`src/rtl/cpu_ctrl_fsm.sv`:
```
// Multi-cycle control sequencer for the 16-bit CPU datapath.
// Walks each instruction through FETCH/DECODE/EXEC/MEM/WB and decodes datapath enables.
module cpu_ctrl_fsm #(
  parameter int         CNT_W   = 16,
  parameter logic [3:0] CMP_OP  = 4'b0101,
  parameter logic [3:0] HALT_OP = 4'b1111
) (
  input  logic             clk,
  input  logic             rst_n,
  input  logic             start_i,
  input  logic [15:0]      ir_i,
  input  logic             flag_z_i,
  input  logic             flag_s_i,
  input  logic             flag_v_i,
  input  logic             mem_ack_i,
  output logic             ir_we_o,
  output logic             pc_we_o,
  output logic             pc_sel_o,
  output logic [3:0]       alu_op_o,
  output logic             alu_src_imm_o,
  output logic             flags_we_o,
  output logic             reg_we_o,
  output logic             wb_sel_o,
  output logic             mem_req_o,
  output logic             mem_we_o,
  output logic             mem_addr_sel_o,
  output logic             halted_o,
  output logic [CNT_W-1:0] retired_o
);

  // state  | meaning
  // IDLE   | waiting for start
  // FETCH  | instruction read at PC, IR/PC load on ack
  // DECODE | IR settles, halt detection
  // EXEC   | ALU op, branch resolve, or address calc for LD/ST
  // MEM    | data access at ALU result
  // WB     | load data written to regfile
  // HALT   | core stopped until reset
  typedef enum logic [2:0] {
    S_IDLE, S_FETCH, S_DECODE, S_EXEC, S_MEM, S_WB, S_HALT
  } state_t;

  localparam logic [1:0] CLS_LD  = 2'b00;
  localparam logic [1:0] CLS_ST  = 2'b01;
  localparam logic [1:0] CLS_BR  = 2'b10;
  localparam logic [1:0] CLS_ALU = 2'b11;

  state_t           state_q, state_d;
  logic [CNT_W-1:0] retired_q, retired_d;
  logic             retire;

  logic [1:0] cls;
  logic [3:0] ir_op;
  logic       is_halt;
  logic       br_taken;
  logic       unused_ir_bits;

  assign cls            = ir_i[15:14];
  assign ir_op          = ir_i[7:4];
  assign is_halt        = (cls == CLS_ALU) && (ir_op == HALT_OP);
  assign unused_ir_bits = ^{ir_i[10:8], ir_i[3:0]};

  always_comb begin
    br_taken = 1'b0;
    case (ir_i[13:11])
      3'b000:  br_taken = flag_z_i;
      3'b001:  br_taken = flag_s_i ^ flag_v_i;
      3'b010:  br_taken = flag_z_i | (flag_s_i ^ flag_v_i);
      3'b011:  br_taken = ~flag_z_i;
      3'b111:  br_taken = 1'b1;
      default: br_taken = 1'b0;
    endcase
  end

  always_comb begin
    state_d = state_q;
    retire  = 1'b0;
    case (state_q)
      S_IDLE:   if (start_i) state_d = S_FETCH;
      S_FETCH:  if (mem_ack_i) state_d = S_DECODE;
      S_DECODE: state_d = is_halt ? S_HALT : S_EXEC;
      S_EXEC: begin
        if ((cls == CLS_LD) || (cls == CLS_ST)) begin
          state_d = S_MEM;
        end else begin
          state_d = S_FETCH;
          retire  = 1'b1;
        end
      end
      S_MEM: begin
        if (mem_ack_i) begin
          if (cls == CLS_ST) begin
            state_d = S_FETCH;
            retire  = 1'b1;
          end else begin
            state_d = S_WB;
          end
        end
      end
      S_WB: begin
        state_d = S_FETCH;
        retire  = 1'b1;
      end
      S_HALT:   state_d = S_HALT;
      default:  state_d = S_IDLE;
    endcase
    retired_d = retired_q + CNT_W'(retire);
  end

  always_ff @(posedge clk or negedge rst_n) begin
    if (!rst_n) begin
      state_q   <= S_IDLE;
      retired_q <= '0;
    end else begin
      state_q   <= state_d;
      retired_q <= retired_d;
    end
  end

  // IR/PC load in FETCH follows the ack so both land on the completing edge.
  always_comb begin
    ir_we_o        = 1'b0;
    pc_we_o        = 1'b0;
    pc_sel_o       = 1'b0;
    alu_op_o       = 4'b0000;
    alu_src_imm_o  = 1'b0;
    flags_we_o     = 1'b0;
    reg_we_o       = 1'b0;
    wb_sel_o       = 1'b0;
    mem_req_o      = 1'b0;
    mem_we_o       = 1'b0;
    mem_addr_sel_o = 1'b0;
    halted_o       = 1'b0;
    case (state_q)
      S_FETCH: begin
        mem_req_o = 1'b1;
        ir_we_o   = mem_ack_i;
        pc_we_o   = mem_ack_i;
      end
      S_EXEC: begin
        case (cls)
          CLS_ALU: begin
            alu_op_o   = ir_op;
            flags_we_o = 1'b1;
            reg_we_o   = (ir_op != CMP_OP);
          end
          CLS_BR: begin
            alu_op_o      = 4'b0101;
            alu_src_imm_o = 1'b1;
            pc_we_o       = br_taken;
            pc_sel_o      = br_taken;
          end
          default: begin
            alu_op_o      = 4'b0000;
            alu_src_imm_o = 1'b1;
          end
        endcase
      end
      S_MEM: begin
        mem_req_o      = 1'b1;
        mem_addr_sel_o = 1'b1;
        mem_we_o       = (cls == CLS_ST);
      end
      S_WB: begin
        reg_we_o = 1'b1;
        wb_sel_o = 1'b1;
      end
      S_HALT:  halted_o = 1'b1;
      default: ;
    endcase
  end

  assign retired_o = retired_q;

endmodule

```
`config.mk`:
```
export PLATFORM = sky130hd
export DESIGN_NAME = cpu_ctrl_fsm
export DESIGN_NICKNAME = d
export VERILOG_FILES = /design/src/rtl/cpu_ctrl_fsm.sv
export SDC_FILE = /design/constraint.sdc
export NUM_CORES = 1
export LEC_CHECK = 0
export CAP_MARGIN = 5
export CORE_UTILIZATION = 43
export DETAILED_ROUTE_END_ITERATION = 7
export PLACE_DENSITY = 0.94
export SYNTH_ARGS = -nofsm -noshare
export SYNTH_HDL_FRONTEND = slang
export SYNTH_SLANG_ARGS = --single-unit
```
`constraint.sdc`:
```
create_clock -name clk -period 4.4 [get_ports clk]
set_clock_uncertainty 0.1 [all_clocks]
set_input_delay 0.66 -clock clk [delete_from_list [all_inputs] [get_ports clk]]
set_output_delay 0.66 -clock clk [all_outputs]
set_load 0.1 [all_outputs]
```
After elaboration in Yosys (flattened, before gate mapping) --
Index checks and enable logic that the tools add are counted.
Cells by class: add/sub/neg operators 1, $mul 0, div/mod/pow operators 0, magnitude comparators 0, equal/unequal tests 18, shift-type cells 0, multiplexer cells 29, bitwise logic cells 3, reductions and logical operators 7
Operators with widths (number):
- 3-bit case mux with 7 select lines | 1
- 3-bit 2-to-1 mux | 6
- 16-bit by 1-bit adder with 16-bit output | 1
- 1-bit 2-to-1 mux | 16
- 3-bit by 2-bit equality test with 1-bit output, second input constant | 4
- 3-bit equality test, second input constant | 4
- 4-bit case mux with 2 select lines | 1
- 3-bit by 1-bit equality test with 1-bit output, second input constant | 2
- 3-bit zero test | 2
- 2-bit inequality test, second input constant | 3
- 1-bit case mux with 5 select lines | 1
- 2-bit equality test, second input constant | 2
- 4-bit equality test, second input constant | 1
- 4-bit 2-to-1 mux | 1
- 4-bit by 3-bit inequality test with 1-bit output, second input constant | 1
- 1-bit case mux with 2 select lines | 2
- 1-bit case mux with 3 select lines | 1
- 3-bit AND reduction | 1
- 2-bit by 1-bit equality test with 1-bit output, second input constant | 1
- 2-bit zero test | 1
- 2-bit OR reduction | 1
- 1-bit logical AND | 1
- 1-bit logical OR | 1
- 1-bit inverter | 1
- other kinds (2) | 2
Storage, ports and cells: bits in registers 19, bits in latches 0, RAM bits 0, ROM bits 0, input bits 23, output and inout port bits 31, memories kept 0

Logic depth before layout (Yosys ltp) --
depth after elaboration 5, depth in mapped cells 10

Worst setup path before layout --
OpenSTA, ideal clock, no wires.
kind in2out, start input ir_i[14], end output mem_we_o, arrival time 2879 ps, data required time 3640 ps, slack 761 ps, stages 3, path through buf_4 > nand2_1 > nor3_1
Between the ends: word-level cells in the longest chain between the ends 2
Ends and longest elaborated chain:
- from (decl) | line 11 | input logic [15:0] ir_i,
- 2-bit by 1-bit equality test with 1-bit output | line 162 | mem_we_o = (cls == CLS_ST);
- 1-bit 2-to-1 mux | line 134 | case (state_q)
- to (decl) | line 25 | output logic mem_we_o,
No other way between the ends.

Worst setup path in the final report --
start register state_q[2], end output mem_req_o
Between the ends: word-level cells in the longest chain between the ends 3
Ends and longest elaborated chain:
- from (decl) | line 48 | state_t state_q, state_d;
- from (signal assigned) | line 115 | state_q <= state_d;
- 3-bit equality test or 3-bit by 1-bit equality test with 1-bit output (tied branches) | line 134
- 2-bit OR reduction (no source line) *
- 1-bit 2-to-1 mux * | line 134
- to (decl) | line 24 | output logic mem_req_o,
Every way passes the cells marked *; elsewhere a longest branch is shown, timed or not.

==> results.txt <==
----------------------------------------------------
[Placement]
  # port buffers ... 46
  Cell count after placement ... 189
  Placement Cell Area ... 1540 um^2
  HPWL after DPL ... 2030 um
  Setup slack at placement ... 1.38 ns
  Placer Congestion ... 0.802

[STA]
  Worst slew pin tran ... 0.998 ns
  Worst hold margin ... 0.376 ns
  Time the final worst path needs with I/O delays and setup ... 3.11 ns
  Fin. max-slew vios ... 0
  Setup repair after global routing missed its margin ... no
  Final worst path period share ... 70.6%
  Min setup slack post-route ... 1.29 ns
  Relative slew margins ... 33.3%
  Final Hold Violating Endpoints ... 0
  Finish-stage setup viols ... 0
  Final sum of negative setup slack ... 0 ns
  Fmax ... 0.322 GHz

[GRT]
  Global Route Usage Sum ... 20.5%
  Global-route congestion overflow total ... 0
  Maximum number of pins on one net before global-route repair ... 20
  Antenna violations before repair ... 0
  Via count of the first global-routing pass ... 1,044
  First-pass GRT wire length ... 4170 um
  Global routing met1 resource utilization ... 20.9%
  Most Crowded Layer GR ... met2
  Met3 routing resource usage after global routing ... 3.19%
  Global Route met2 Usage ... 39.5%

[Power]
  Worst voltage drop across the vdd grid ... 712 uV
  Lkg Pwr ... 0.712 nW
  Total power ... 0.930 mW
  Total power density per cell area ... 595 nW/um^2

[Clock network]
  CTS tree ... built
  Insertion delay to the later sink of the worst-skew pair ... 0.30 ns
  Number of buffers inserted by post-CTS setup repair ... 0
  Num Clock Sinks ... 19
  Number of CTS-inserted buffers ... 3
  H-tree level count ... 1
  Clock Path Buffers ... 2
  Number of buffers inserted by hold repair at cts ... 0
  Clock root buffer ... sky130_fd_sc_hd__clkbuf_4
  Reg clk slew, reported paths ... 0.10 ns
  Number of gates given a new drive strength after cts ... 0

[Logic synthesis]
  Share of synthesized area occupied by flip-flops and latches ... 43.9%
  Synth async-reset ratio ... 100%
  Most repeated cell in the gate-level netlist after synthesis ... sky130_fd_sc_hd__dfrtp_1
  Flip-flop cell with the highest count after synthesis ... sky130_fd_sc_hd__dfrtp_1
  Top cells by area in the synthesized netlist ... sky130_fd_sc_hd__dfrtp_1 44%, sky130_fd_sc_hd__xnor2_1 7.3%, sky130_fd_sc_hd__xor2_1 4.9%
  Cell type with the highest aggregate area in the netlist ... sky130_fd_sc_hd__dfrtp_1
  Synthesized area divided by synthesized cell count ... 9.25 um^2
  Top cell types by occurrence after synthesis ... 19 x sky130_fd_sc_hd__dfrtp_1, 13 x sky130_fd_sc_hd__nand2_1, 11 x sky130_fd_sc_hd__nor2_1, 9 x sky130_fd_sc_hd__xnor2_1, 8 x sky130_fd_sc_hd__nand3_1
  Area fraction of the dominant cell type after synthesis ... 43.9%
  Yosys warnings ... 0
  Number of distinct library cells after synthesis ... 31
  Post-synthesis instance area ... 1080 um^2
  EDFF count, synth ... 0
  Synth Net Count ... 143
  Gate count after technology mapping ... 117
  Number of storage elements in the synthesis netlist ... 19

[Final layout]
  Number of filler instances in the final layout ... 186
  NumNets Final ... 192
  Antenna cell count ... 0
  Post-layout instance area ... 1560 um^2
  Register area ... 475 um^2
  Signed area change from the synthesized netlist to the final layout ... 44.5%
  Filler-free cell count of the finished design ... 193
  Area occupied by multi-input gates ... 576 um^2
  Final core utilization ... 68.1%
  Share of final-layout standard cells stronger than drive strength 1 ... 12.7%

[Setup path]
  Worst Path Class, Setup ... reg -> out
  Startpoint class of the critical path ... flip-flop
  Data required time of the worst path ... 3.64 ns
  Crit-path max FO ... 7
  Kind of end point of the critical path ... primary output
  Signal arrival time at the worst endpoint ... 2.35 ns

[Die]
  Initial cell density of the core ... 47.1%
  Chip Height ... 52.2 um
  Boundary pin count ... 54
  Placeable core region ... 2300 um^2
  Width of the die ... 52.2 um
  Full die area ... 2720 um^2
  # rows ... 17

[Drt]
  Mean routed wirelength per cell ... 13.5 um
  Iteration-0 DRC count of the detailed router ... 23
  TritonRoute pass-1 iters ... 4
  DRC violation count after routing ... 0
  Vias per inst ... 5.52
  Antenna viol nets, final ... 0
  Vias after detailed routing ... 1,065
  Total Wirelength ... 2610 um

[Hold path]
  Hold WC Path Type ... reg -> reg

[Status]
  Status ... completed

[Run]
  MaxCap Viol Count ... 0

----------------------------------------------------
path summary, 6_finish.rpt:
check	slack, ns	startpoint	endpoint	depth (start not counted)
max in group asynchronous	2.97	rst_n	retired_o[2]	1
worst max register to register	2.05	state_q[1]	retired_o[8]	9
min in group asynchronous	0.73	rst_n	retired_o[3]	1
worst max-delay path	1.29	state_q[2]	mem_req_o	3
worst min-delay path	0.38	retired_o[15]	retired_o[15]	1
worst min register to register	0.38	retired_o[15]	retired_o[15]	1
cell usage in the layout (no fill, tap or decap):
cell type                         instances
sky130_fd_sc_hd__dfrtp_1                 19
sky130_fd_sc_hd__nand2b_1                 2
sky130_fd_sc_hd__nor4_1                   1
sky130_fd_sc_hd__buf_4                   11
sky130_fd_sc_hd__a21oi_1                  5
sky130_fd_sc_hd__o22ai_1                  1
sky130_fd_sc_hd__o21ai_0                  5
sky130_fd_sc_hd__o21bai_1                 1
sky130_fd_sc_hd__and2_1                   2
sky130_fd_sc_hd__nand3_2                  2
sky130_fd_sc_hd__nor2b_1                  4
sky130_fd_sc_hd__a31o_2                   1
sky130_fd_sc_hd__mux2_2                   1
sky130_fd_sc_hd__o22a_1                   1
sky130_fd_sc_hd__clkdlybuf4s50_1         35
sky130_fd_sc_hd__nand2b_2                 1
sky130_fd_sc_hd__and3_1                   5
sky130_fd_sc_hd__ha_1                     3
sky130_fd_sc_hd__or2_1                    1
sky130_fd_sc_hd__nor3_1                   2
sky130_fd_sc_hd__nand2_1                 13
sky130_fd_sc_hd__a31oi_1                  1
sky130_fd_sc_hd__o311ai_0                 1
sky130_fd_sc_hd__nand3_1                  8
sky130_fd_sc_hd__clkbuf_4                 3
sky130_fd_sc_hd__and4b_1                  1
sky130_fd_sc_hd__xnor2_1                  9
sky130_fd_sc_hd__nand4_1                  1
sky130_fd_sc_hd__nor3_2                   2
sky130_fd_sc_hd__inv_1                    5
sky130_fd_sc_hd__nor2_1                  11
sky130_fd_sc_hd__xor2_1                   6
sky130_fd_sc_hd__clkbuf_1                 1
registers in the layout, summed over array words and instances, names as in the netlist:
| register | flops |
|---|---|
| retired_o | 16 |
| state_q | 3 |
cell type report:
cell class                 instances  area share (%)
sequential                        19            30.4
multi-input combinational         91            36.8
timing repair buffer              46            27.7
clock buffer                       4            1.68
tap                               28            2.24
inverter                           5            1.20
critical path, stage by stage, from the launching register on:
cell and delay, ns:
sky130_fd_sc_hd__dfrtp_1 0.47, sky130_fd_sc_hd__nand2b_2 0.25, sky130_fd_sc_hd__a21oi_1 0.18, sky130_fd_sc_hd__clkdlybuf4s50_1 1.15
power by group:
group / total [mW] / leakage [nW] / internal (mW) / switching, mW
clock: 0.0884 / 0.0150 / 0.0353 / 0.0530
sequential: 0.259 / 0.255 / 0.207 / 0.0525
combinational: 0.582 / 0.442 / 0.141 / 0.441
total: 0.930 / 0.712 / 0.383 / 0.547
logic make-up (layout without fill, tap and decap cells):
group                      Yosys count  count (layout)  synth area share, %
muxes                                1               1                 1.04
and+or+nand+nor                     56              56                 27.6
xor gates and xnor gates            15              15                 12.1
DFF                                 19              19                 43.9
AOI/OAI and AO/OA                   16              16                 8.90
adders and majority gates            3               3                 3.47
buffers and inverters                7              55                 2.89
per-layer routing:
metal  wire length (um)  vias to the layer above  part of all wire [%]
li1                   -                      501                     -
met1               1050                      500                    40
met2               1310                       58                    50
met3                195                        6                   7.5
met4                 52                        0                   2.0
met5                  0                        -                     0
No activity file was read; power rests on OpenSTA's default activity.
